<file path="src/rtl/pipelined_adder.sv">
// Ripple-carry adder/subtractor split into STAGES registered slices of WIDTH/STAGES bits,
// with a valid/ready handshake that stalls the whole pipeline under backpressure.
module pipelined_adder #(
    parameter int WIDTH  = 32,
    parameter int STAGES = 4
) (
    input  logic             clk,
    input  logic             rst_n,
    input  logic             in_valid,
    output logic             in_ready,
    input  logic [WIDTH-1:0] in_1,
    input  logic [WIDTH-1:0] in_2,
    input  logic             c_in,
    input  logic             sub,
    output logic             out_valid,
    input  logic             out_ready,
    output logic [WIDTH-1:0] sum,
    output logic             c_out,
    output logic             overflow,
    output logic             zero
);

    localparam int SW  = WIDTH / STAGES;
    localparam int MSB = WIDTH - 1;
    localparam int L   = STAGES - 1;

    // Per-stage registers: operands travel with the partial sum so each stage only adds its slice.
    logic [WIDTH-1:0]  a_q [STAGES];
    logic [WIDTH-1:0]  b_q [STAGES];
    logic [WIDTH-1:0]  s_q [STAGES];
    logic [STAGES-1:0] c_q;
    logic [STAGES-1:0] v_q;
    logic              ovf_q;
    logic              zero_q;

    logic [WIDTH-1:0]  a_n [STAGES];
    logic [WIDTH-1:0]  b_n [STAGES];
    logic [WIDTH-1:0]  s_n [STAGES];
    logic [WIDTH-1:0]  s_d [STAGES];
    logic [SW:0]       slice [STAGES];
    logic [STAGES-1:0] c_n;
    logic [STAGES-1:0] c_d;
    logic              ovf_d;
    logic              zero_d;
    logic              advance;

    assign advance  = !(out_valid && !out_ready);
    assign in_ready = advance;

    always_comb begin
        // NOTE: every variable gets a value on every path through this block, so no latch is inferred.
        a_n[0] = in_1;
        b_n[0] = sub ? ~in_2 : in_2;
        s_n[0] = '0;
        c_n[0] = sub | c_in;
        for (int k = 1; k < STAGES; k++) begin
            a_n[k] = a_q[k-1];
            b_n[k] = b_q[k-1];
            s_n[k] = s_q[k-1];
            c_n[k] = c_q[k-1];
        end
        for (int k = 0; k < STAGES; k++) begin
            slice[k] = {1'b0, a_n[k][k*SW +: SW]} + {1'b0, b_n[k][k*SW +: SW]} + {{SW{1'b0}}, c_n[k]};
            s_d[k]   = s_n[k];
            s_d[k][k*SW +: SW] = slice[k][SW-1:0];
            c_d[k]   = slice[k][SW];
        end
        // Flags use the effective second operand and the complete sum leaving the last stage.
        ovf_d  = (a_n[L][MSB] == b_n[L][MSB]) && (s_d[L][MSB] != a_n[L][MSB]);
        zero_d = (s_d[L] == '0);
    end

    always_ff @(posedge clk or negedge rst_n) begin
        if (!rst_n) begin
            for (int k = 0; k < STAGES; k++) begin
                a_q[k] <= '0;
                b_q[k] <= '0;
                s_q[k] <= '0;
            end
            c_q    <= '0;
            v_q    <= '0;
            ovf_q  <= 1'b0;
            zero_q <= 1'b0;
        end else if (advance) begin
            // NOTE: non-blocking assignments let every stage sample its predecessor's old value.
            v_q[0] <= in_valid;
            for (int k = 1; k < STAGES; k++) begin
                v_q[k] <= v_q[k-1];
            end
            for (int k = 0; k < STAGES; k++) begin
                a_q[k] <= a_n[k];
                b_q[k] <= b_n[k];
                s_q[k] <= s_d[k];
            end
            c_q    <= c_d;
            ovf_q  <= ovf_d;
            zero_q <= zero_d;
        end
    end

    assign out_valid = v_q[L];
    assign sum       = s_q[L];
    assign c_out     = c_q[L];
    assign overflow  = ovf_q;
    assign zero      = zero_q;

endmodule

</file>
<file path="config.mk">
export PLATFORM = sky130hd
export DESIGN_NAME = pipelined_adder
export DESIGN_NICKNAME = d
export VERILOG_FILES = /design/src/rtl/pipelined_adder.sv
export SDC_FILE = /design/constraint.sdc
export NUM_CORES = 1
export LEC_CHECK = 0
export CAP_MARGIN = 20
export CORE_MARGIN = 10
export CORE_UTILIZATION = 50
export DETAILED_ROUTE_END_ITERATION = 16
export GPL_TIMING_DRIVEN = 0
export PLACE_DENSITY_LB_ADDON = 0.3
export SYNTH_ARGS = -nofsm -noshare
export SYNTH_HDL_FRONTEND = slang
export SYNTH_SLANG_ARGS = --single-unit
export TNS_END_PERCENT = 10
</file>
<file path="constraint.sdc">
create_clock -name clk -period 4.3 [get_ports clk]
set_clock_uncertainty 0.2 [all_clocks]
set_input_delay 0.43 -clock clk [delete_from_list [all_inputs] [get_ports clk]]
set_output_delay 0.43 -clock clk [all_outputs]
set_load 0.05 [all_outputs]
</file>
== Word level (Yosys, flattened, before mapping) ==
Cells that the tools add are included.
Storage, ports and cells
  flip-flop bits (word level): 282
  bits of input ports: 70
  output and inout bits: 37
  logic and storage cells: 32
Cells by class
  add/subtract/negate cells: 8
  equal/unequal tests: 2
  muxes and demuxes: 1
  bitwise logic cells: 2
  reduce and logical (&&, ||, !) cells: 5
Operators by type and width (count)
  8-bit by 8-bit adder with 9-bit output: 4
  9-bit by 1-bit adder with 9-bit output: 4
  32-bit zero test: 1
  32-bit 2-to-1 mux: 1
  32-bit inverter: 1
  1-bit logical AND: 2
  1-bit zero test: 2
  1-bit equality test: 1
  1-bit inequality test: 1
  1-bit OR: 1

== Depth between registers and ports, before layout ==
Gate-level depths: netlist of the first run.
  depth after elaboration: 4
  depth in mapped cells: 11
  mapped depth without buffers: 10

== Least setup slack after synthesis of the first run ==
OpenSTA, ideal clock, no wires.
  path type: input-to-reg
  start point: input sub
  end point: register c_q[0]
  setup time: 138 ps
  data arrival time: 2768 ps
  data required time: 3962 ps
  setup slack: 1194 ps
  cell stages on the path: 11
  path buffers: 2
  cells stage by stage: clkbuf_1 -> buf_2 -> or2_2 -> fa_1 -> fa_1 -> a21o_1 -> a21oi_1 -> o21ai_0 -> and3b_1 -> o21ai_0 -> a31oi_1
Between the ends
  longest elaborated chain between the ends: 3
  elaborated cells on any way between the ends: 4
  those cells by class: add/sub (2); mux (1); bitwise (1)
Ends and longest elaborated chain
  start: declaration: line 14  | input logic sub,
  32-bit 2-to-1 mux: line 53  | b_n[0] = sub ? ~in_2 : in_2;
  8-bit by 8-bit adder with 9-bit output: line 63  | slice[k] = {1'b0, a_n[k][k*SW +: SW]} + {1'b0, b_n[k][k*SW +: SW]} + {{SW{1'b0}}, c_n[k]};
  9-bit by 1-bit adder with 9-bit output *: line 63
  end signal: assignment: line 80  | c_q <= '0;
  end signal: assignment: line 95  | c_q <= c_d;
  end: declaration: line 31  | logic [STAGES-1:0] c_q;
Mark *: on every way between the ends. The rest lies on a longest branch, timed or not.
A chain may end at the register's enable or synchronous reset.

== Worst setup path after layout of the first run ==
  start point: register v_q[3]
  end point: output in_ready
Between the ends
  longest elaborated chain between the ends: 2
Ends and longest elaborated chain
  start: declaration: line 32  | logic [STAGES-1:0] v_q;
  start signal: indexed assignment: line 88  | v_q[k] <= v_q[k-1];
  1-bit logical AND: line 47  | assign advance = !(out_valid && !out_ready);
  1-bit zero test: line 47
  end: declaration: line 10  | output logic in_ready,
Every way passes these cells.

==> results of run 1 <==
==> layer usage <==
metal  GRT usage (%)  wire length (µm)  vias to the layer above
li1                -                 -                     3210
met1           24.42              9192                     3166
met2           29.81              9429                      153
met3           4.438              1143                       22
met4           4.956               314                        0
met5               0                 0                        -
==> cell families after synthesis <==
family          Yosys count  synth area share (%)
simple gates            485                 22.62
flops                   186                 55.25
compound gates          108                 7.946
buf+inv                  66                 3.149
xor+xnor                 47                 4.976
fa+ha+maj                36                 6.060
==> registers in the layout (all words and copies together), names as in the netlist <==
signal	count
a_n	48
b_n	48
s_d	48
zero	1
v_q	4
c_q	4
sum	32
overflow	1
==> stage by stage <==
step	TNS (ps)	instance area, µm²	std cells	total power, mW	util [%]
finish	0	10360	1286	8.077	62.72
global route	0	10360	1286	8.650	62.72
CTS	0	10360	1286	8.116	62.72
detailed placement	0	9783	1254	6.575	59.20
global placement	-918770	9751	1253	6.472	59.01
floorplan	0	8424	928	5.396	-
==> power groups by stage <==
| stage | clock network (mW) | registers, mW | logic (mW) |
|---|---|---|---|
| floorplan | 0 | 3.47 | 1.93 |
| global placement | 0 | 3.04 | 3.43 |
| detailed placement | 0 | 3.06 | 3.52 |
| CTS | 1.53 | 3.04 | 3.55 |
| global route | 1.61 | 3.13 | 3.91 |
| finish | 1.52 | 3.04 | 3.52 |
==> area by class of cell <==
class / count / area [µm²]
clock inverter: 9 / 87.58
sequential: 186 / 4654
tap: 220 / 275.3
clock buffer: 22 / 484.2
buffer: 44 / 182.7
timing repair buffer: 107 / 1094
multi-input combinational: 676 / 3505
fill: 1369 / 6160
inverter: 22 / 82.58
==> worst min-delay path by stage <==
stage                        from  slack [ps]       to  depth (start not counted)
after global routing      s_d[32]         290  s_d[32]                          2
after CTS                 s_d[32]         270  s_d[32]                          2
after floorplan             rst_n         -70  a_n[24]                          0
after global placement     v_q[2]         240   v_q[2]                          2
final                      v_q[2]         260   v_q[2]                          2
after detailed placement    rst_n         190  a_n[74]                          1
==> Yosys cell counts, types with 11 or more instances <==
cell and number:
nor2_1 28, o21ai_0 48, xnor2_1 33, nor3_1 11
xor2_1 13, a21oi_1 18, clkbuf_1 25, ha_1 28
dfrtp_1 186, inv_1 21, nand2_1 423, buf_2 14
==> tightest hold or removal path: stages (launching register included) <==
cell	delay (ps)
dfrtp_1	340
nand2_1	50
nand2_1	50
==> impl_metrics.ini, run 1 <==
[routing]
remaining_drc_errors = 0
vias_per_cell = 5.094
antenna_left = 0
wl_per_cell_um = 15.61
wl_um = 20080
first_pass_iters = 4
vias = 6551
drtIter0Drc = 332

[final_layout]
final_cell_mix = nand2_1, dfrtp_1, clkdlybuf4s50_1, o21ai_0, xnor2_1
area_growth_pct = 23.04
n_antenna_cell = 0
layout.nets = 1160
final_common_cell = nand2_1
drive_above_1_share_pct = 4.878

[setup_path]
crit_cells = 6
cp.required_ps = 3670
critical_path_class = reg -> out
crit_arrival_ps = 3190
start_kind = register
crit_end = in_ready
cp_num_buf_inv = 5
cp_common_cell = buf_2
slowest_stage = clkdlybuf4s50_1
worst_r2r_endpoint = s_d[16]
end_kind = output pin
r2r_slack_ps = 1710
startpoint = v_q[3]
r2r_start = v_q[3]
max_stage_delay_ps = 870
reg2regPathDepth = 6
cp_cell_sequence = nor2b_1, buf_2, inv_2, clkbuf_1, buf_2, clkdlybuf4s50_1
crit_fanout = 10
crit_family = buffers and inverters

[global_route]
grt_max_degree = 130
grt_antenna_before_repair = 0
grt_pass1_wl_um = 33020
grt_pass1_vias = 6517
groute.usage.overall_pct = 18.46
grt.overflow.total = 0

[sta]
rsz0062_at_grt = no
setup_violations = 0
slew_headroom_pct = 52.23
worst_slew_pin_slew_ps = 716.6
min_period_ps = 3816
finalCritPeriodShare_pct = 88.76
holdWs_ps = 263.2
max_freq_ghz = 0.2620
worst_slack_ps = 483.5
hold_viol_final = 0
final_max_slew_viol_count = 0

[yosys]
yosysUniqueCellTypes = 41
synthFlopType = dfrtp_1
ys_async_sr_fraction_pct = 100.0
synth-seq-cells = 186
synth-seq-area-share_pct = 55.25
syn_area_per_cell_um2 = 9.078
synth.top_cell.area_share_pct = 55.25
synth_edf_count = 0
synth.area.top_cells = dfrtp_1, nand2_1, ha_1
syn-cell-area_um2 = 8424
synth_top_cell_by_area = dfrtp_1
synth_cells = 928
ys_warn_count = 0
synth.net_count = 1034

[clock_network]
cts_setup_buffers = 0
ctsResizeCount = 0
clk_pin_slew_ps = 70
cts_buffers = 17
insertion_delay_ps = 430
clock-sinks = 186
cts_tree = built
clockBufferDepth = 2
cts_htree_levels = 4
cts_hold_buf = 1
cts_root_buffer = clkbuf_16

[hold_path]
hold_class = reg -> reg

[pwr]
leakagePower_nw = 5.039
peakVddDrop_mv = 0.4380
power.density_nw_per_um2 = 779.2
power.net_switching_mw = 3.367
swShare_pct = 41.68
power.share.clock_pct = 18.8
internal-power_mw = 4.710
pwr-share-seq_pct = 37.7
comb_power_share_pct = 43.6

[floorplanning]
dieArea_um2 = 22440
num_io_pins = 107
fp-row-count = 47
die_w_um = 149.8
die-height_um = 149.8
core_um2 = 16520
start_util_pct = 50.98

[job]
cap_viol_max_count = 0

[place]
gp_congestion = 0.8631
dpl.hpwl_um = 14860
dpl_worst_slack_ps = 522.5
io_buffers = 105

[status]
status = completed
Power figures use the tool's default switching activity.
==> run 2, diff against run 1 <==
Settings changed: SLEW_MARGIN set to 10.
Clock period 4.3 ns to 3.3 ns, I/O delays scaled along.
==> run 2 against run 1 <==
Cell count stayed put. Largest power group unchanged. Routed wire length is 1.7% lower. Clock-buffer cell count is 2 lower. Critical path depth is 5 higher. Total power is 31% higher. Highest routed layer unchanged. Worst hold slack worse by 45 ps. Setup slack worse by 200 ps.
==> impl_metrics.ini, run 2 (same netlist as run 1, synthesis figures left out) <==
[routing]
wl_per_cell_um = 15.35
wl_um = 19740
vias_per_cell = 5.073
remaining_drc_errors = 0
antenna_left = 0
first_pass_iters = 5
vias = 6524
drtIter0Drc = 414

[global_route]
grt_pass1_vias = 6494
grt_pass1_wl_um = 32530
grt_max_degree = 117
grt.overflow.total = 0
groute.usage.overall_pct = 18.27
grt_antenna_before_repair = 0

[sta]
final_max_slew_viol_count = 0
min_period_ps = 3015
finalCritPeriodShare_pct = 91.38
rsz0062_at_grt = no
holdWs_ps = 218.3
worst_slew_pin_slew_ps = 694.0
setup_violations = 0
hold_viol_final = 0
slew_headroom_pct = 53.73
max_freq_ghz = 0.3316
worst_slack_ps = 284.6

[clock_network]
clockBufferDepth = 2
clk_pin_slew_ps = 70
cts_tree = built
insertion_delay_ps = 430
cts_setup_buffers = 0
cts_root_buffer = clkbuf_16
cts_buffers = 17
cts_htree_levels = 4
clock-sinks = 186

[setup_path]
crit_fanout = 10
end_kind = register
startpoint = sub
cp_cell_sequence = clkbuf_1, buf_2, xor2_1, fa_1, fa_1, a21o_1, a21oi_1, o21ai_0, and3b_1, o21ai_0, a31oi_1
slowest_stage = fa_1
critical_path_class = in -> reg
r2r_slack_ps = 730
crit_arrival_ps = 3100
crit_cells = 11
start_kind = primary input
reg2regPathDepth = 10
crit_end = c_q[0]
r2r_start = a_n[72]
worst_r2r_endpoint = c_q[1]
cp.required_ps = 3380
max_stage_delay_ps = 440
cp_num_buf_inv = 2
crit_family = compound AO/OA/AOI/OAI gates

[place]
io_buffers = 105
dpl.hpwl_um = 14810
gp_congestion = 0.8631
placed_cells = 1254
dpl_worst_slack_ps = -253.2
place_area_um2 = 9783

[final_layout]
instances_no_fill = 1286
drive_above_1_share_pct = 4.878
post-route-util_pct = 62.79
final_cell_area_um2 = 10380
n_antenna_cell = 0
area_growth_pct = 23.17
final_cell_mix = nand2_1, dfrtp_1, clkdlybuf4s50_1, o21ai_0, xnor2_1
final_common_cell = nand2_1
layout.nets = 1159

[pwr]
power.net_switching_mw = 4.407
leakagePower_nw = 5.042
internal-power_mw = 6.162
comb_power_share_pct = 43.3
pwr-share-seq_pct = 37.5
peakVddDrop_mv = 0.6024
swShare_pct = 41.70
power.density_nw_per_um2 = 1019
power.share.clock_pct = 19.2

[hold_path]
hold_class = in -> reg

[floorplanning]
num_io_pins = 107
start_util_pct = 50.98
dieArea_um2 = 22440
core_um2 = 16520
die-height_um = 149.8
fp-row-count = 47
die_w_um = 149.8

[status]
status = completed

[job]
cap_viol_max_count = 0
[run 2: cell types whose count changed in the layout (fill, tap and decap cells not counted), sizes merged]
cell	previous run	this run
bufinv	1	2
dlymetal6s2s	0	1
clkinvlp	1	2
clkdlybuf4s50	104	103
clkinv	5	4
clkbuf	47	44
inv	24	26
[run 2: stage by stage]
| stage | TNS (ps) | total power [mW] |
|---|---|---|
| after floorplan | 0 | 7.031 |
| after detailed placement | -553.8 | 8.570 |
| final | 0 | 10.57 |
| after global placement | -1086590 | 8.433 |
| after CTS | 0 | 10.62 |
| after global routing | 0 | 11.31 |
[run 2: area by class of cell]
cell class	count	area, µm²
well taps	220	275.3
repair buffers	107	1096
clock buffers	20	446.7
multi-input cells	676	3505
plain buffers	43	178.9
inverters	22	82.58
fillers	1382	6148
clock inverters	12	137.6
flip-flops and latches	186	4654
[run 2: how the worst min path moves through the flow]
stage                     cells after the start      end  slack, ps  startpoint
after floorplan                               0  a_n[24]       -170       rst_n
after CTS                                     3  a_n[82]        200    in_1[18]
final                                         3  a_n[82]        220    in_1[18]
after global routing                          3  a_n[82]        230    in_1[18]
after detailed placement                      1  a_n[74]        130       rst_n
after global placement                        2   v_q[2]        240      v_q[2]
[run 2: power by group through the flow]
stage	Combinational (mW)	Clock, mW	Sequential (mW)
after floorplan	2.52	0	4.52
after detailed placement	4.59	0	3.98
after global placement	4.47	0	3.96
after global routing	5.08	2.15	4.07
final	4.58	2.03	3.96
after CTS	4.61	2.06	3.95
[run 2: worst register-to-register path: cells and delay by family (launching register included)]
kind                     cells  cell delay [ps]
adder cells (fa/ha/maj)      2              620
flip-flops                   1              370
AO/OA/AOI/OAI                5              880
AND/OR/NAND/NOR              1              200
buffers and inverters        2              150
[run 2: repair_timing]
item	4_1_cts	5_1_grt
endpoints found under the setup margin	1	1
gates resized for setup	0	1
endpoints found under the hold margin	70	0
hold buffers	1	0
[run 2: routing by layer]
metal  share of wire (%)  global-route usage [%]  routed length (µm)  up-vias
li1                    -                       -                   -     3224
met1                  46                   24.53                9158     3120
met2                  46                   28.94                9158      156
met3                 5.5                   3.684                1088       24
met4                 1.7                   6.317                 333        0
met5                   0                       0                   0        -
==> run 3, diff against run 2 <==
Settings changed: SLEW_MARGIN 10 to 20.
==> run 3 against run 2 <==
Non-clock buffer count up 1. Cell count about the same. Critical endpoint unchanged. Critical path type unchanged. Highest routed layer unchanged. Fmax down 0.27%.
==> impl_metrics.ini, run 3 (same netlist as run 1, synthesis figures left out) <==
[routing]
wl_per_cell_um = 15.56
antenna_left = 0
drtIter0Drc = 485
first_pass_iters = 5
vias = 6564
wl_um = 20030
vias_per_cell = 5.100
remaining_drc_errors = 0

[global_route]
groute.usage.overall_pct = 18.33
grt.overflow.total = 0
top_usage_layer = met2
grt_max_degree = 70
grt_antenna_before_repair = 0
met3_usage_pct = 3.261
grt_pass1_wl_um = 32630
grt_pass1_vias = 6533
met2_usage_pct = 29.07
use_met1_pct = 24.51

[pwr]
power.density_nw_per_um2 = 1023
peakVddDrop_mv = 0.5871
leakagePower_nw = 5.067

[sta]
max_freq_ghz = 0.3307
slew_headroom_pct = 53.73
final_max_slew_viol_count = 0
finalCritPeriodShare_pct = 91.62
worst_slack_ps = 276.4
hold_viol_final = 0
worst_slew_pin_slew_ps = 694.1
rsz0062_at_grt = no
setup_violations = 0
min_period_ps = 3024

[clock_network]
insertion_delay_ps = 430
clock-sinks = 186
cts_htree_levels = 4
clockBufferDepth = 2
cts_setup_buffers = 0
clk_pin_slew_ps = 60
cts_tree = built
cts_buffers = 17
cts_root_buffer = clkbuf_16

[final_layout]
final_cell_area_um2 = 10430
n_antenna_cell = 0
fill_cells = 1381
layout.nets = 1160
seq_area_um2 = 4654
drive_above_1_share_pct = 5.061
multiInputGateArea_um2 = 3505
final_cell_mix = nand2_1, dfrtp_1, clkdlybuf4s50_1, o21ai_0, xnor2_1
final_common_cell = nand2_1
area_growth_pct = 23.85

[place]
dpl.hpwl_um = 14970
gp_congestion = 0.8631
dpl_worst_slack_ps = -229.7
place_area_um2 = 9811
io_buffers = 105

[floorplanning]
num_io_pins = 107
start_util_pct = 50.98
die_w_um = 149.8
dieArea_um2 = 22440
core_um2 = 16520
fp-row-count = 47
die-height_um = 149.8

[job]
cap_viol_max_count = 0

[setup_path]
cp_cell_sequence = clkbuf_1, buf_2, xor2_1, fa_1, fa_1, a21o_1, a21oi_1, o21ai_0, and3b_1, o21ai_0, a31oi_1
cp.required_ps = 3380
end_kind = register
slowest_stage = fa_1
crit_arrival_ps = 3100
critical_path_class = in -> reg
max_stage_delay_ps = 440
start_kind = primary input
crit_fanout = 10

[hold_path]
hold_class = in -> async

[status]
status = completed
==> run 3: cell count changes in the layout (fill, tap and decap cells not counted), sizes merged <==
cell | before | now
buf | 21 | 22
dlymetal6s2s | 1 | 0
clkinv | 4 | 2
dlygate4sd2 | 0 | 1
inv | 26 | 24
clkbuf | 44 | 48
==> run 3: metrics by stage <==
stage                     cells  power [mW]   TNS, ps  util, %  hold WS, ps
after global routing       1287       11.37         0    63.14        224.0
after floorplan             928       7.031         0        -       -165.6
final                      1287       10.67         0    63.14        202.0
after detailed placement   1255       8.570    -527.8    59.37        80.70
after CTS                  1287       10.70         0    63.14        208.9
after global placement     1253       8.433  -1086590    59.01        242.6
==> run 3: per-layer routing <==
metal	routed length, µm	up-vias
li1	-	3219
met1	9198	3127
met2	9266	190
met3	1159	28
met4	404	0
met5	0	-
==> run 3: path summary, 6_finish.rpt <==
kind	startpoint	endpoint	slack, ps	cells after the start
worst min register to register	sum[7]	sum[7]	260	2
max in group asynchronous	rst_n	sum[29]	1680	4
min in group clk	in_1[18]	a_n[82]	220	3
worst max-delay path	sub	c_q[0]	280	11
worst max register to register	a_n[24]	zero	760	9
worst min-delay path	rst_n	a_n[75]	200	2
==> run 3: repair_timing <==
item | 4_1_cts | 5_1_grt
gates resized for setup | 1 | 0
hold endpoints to repair | 55 | 0
endpoints found under the setup margin | 1 | 0
hold buffers | 1 | 0
==> run 3: layout make-up <==
| type | instances | area share [%] |
|---|---|---|
| Multi-Input combinational cell | 676 | 33.59 |
| Clock buffer | 24 | 4.905 |
| Sequential cell | 186 | 44.61 |
| Inverter | 22 | 0.7915 |
| Buffer | 43 | 1.715 |
| Tap cell | 220 | 2.638 |
| Clock inverter | 8 | 1.019 |
| Timing Repair Buffer | 108 | 10.73 |
==> run 3: worst max-delay path, delay by kind of cell <==
kind	cells	cell delay (ps)
compound gates	5	840
xor+xnor	1	130
simple gates	1	190
fa+ha+maj	2	850
buf+inv	2	750
==> run 3: power by group <==
part / switching [mW] / internal, mW
logic: 2.87 / 1.72
clock network: 0.872 / 1.24
registers: 0.668 / 3.30
total: 4.41 / 6.26
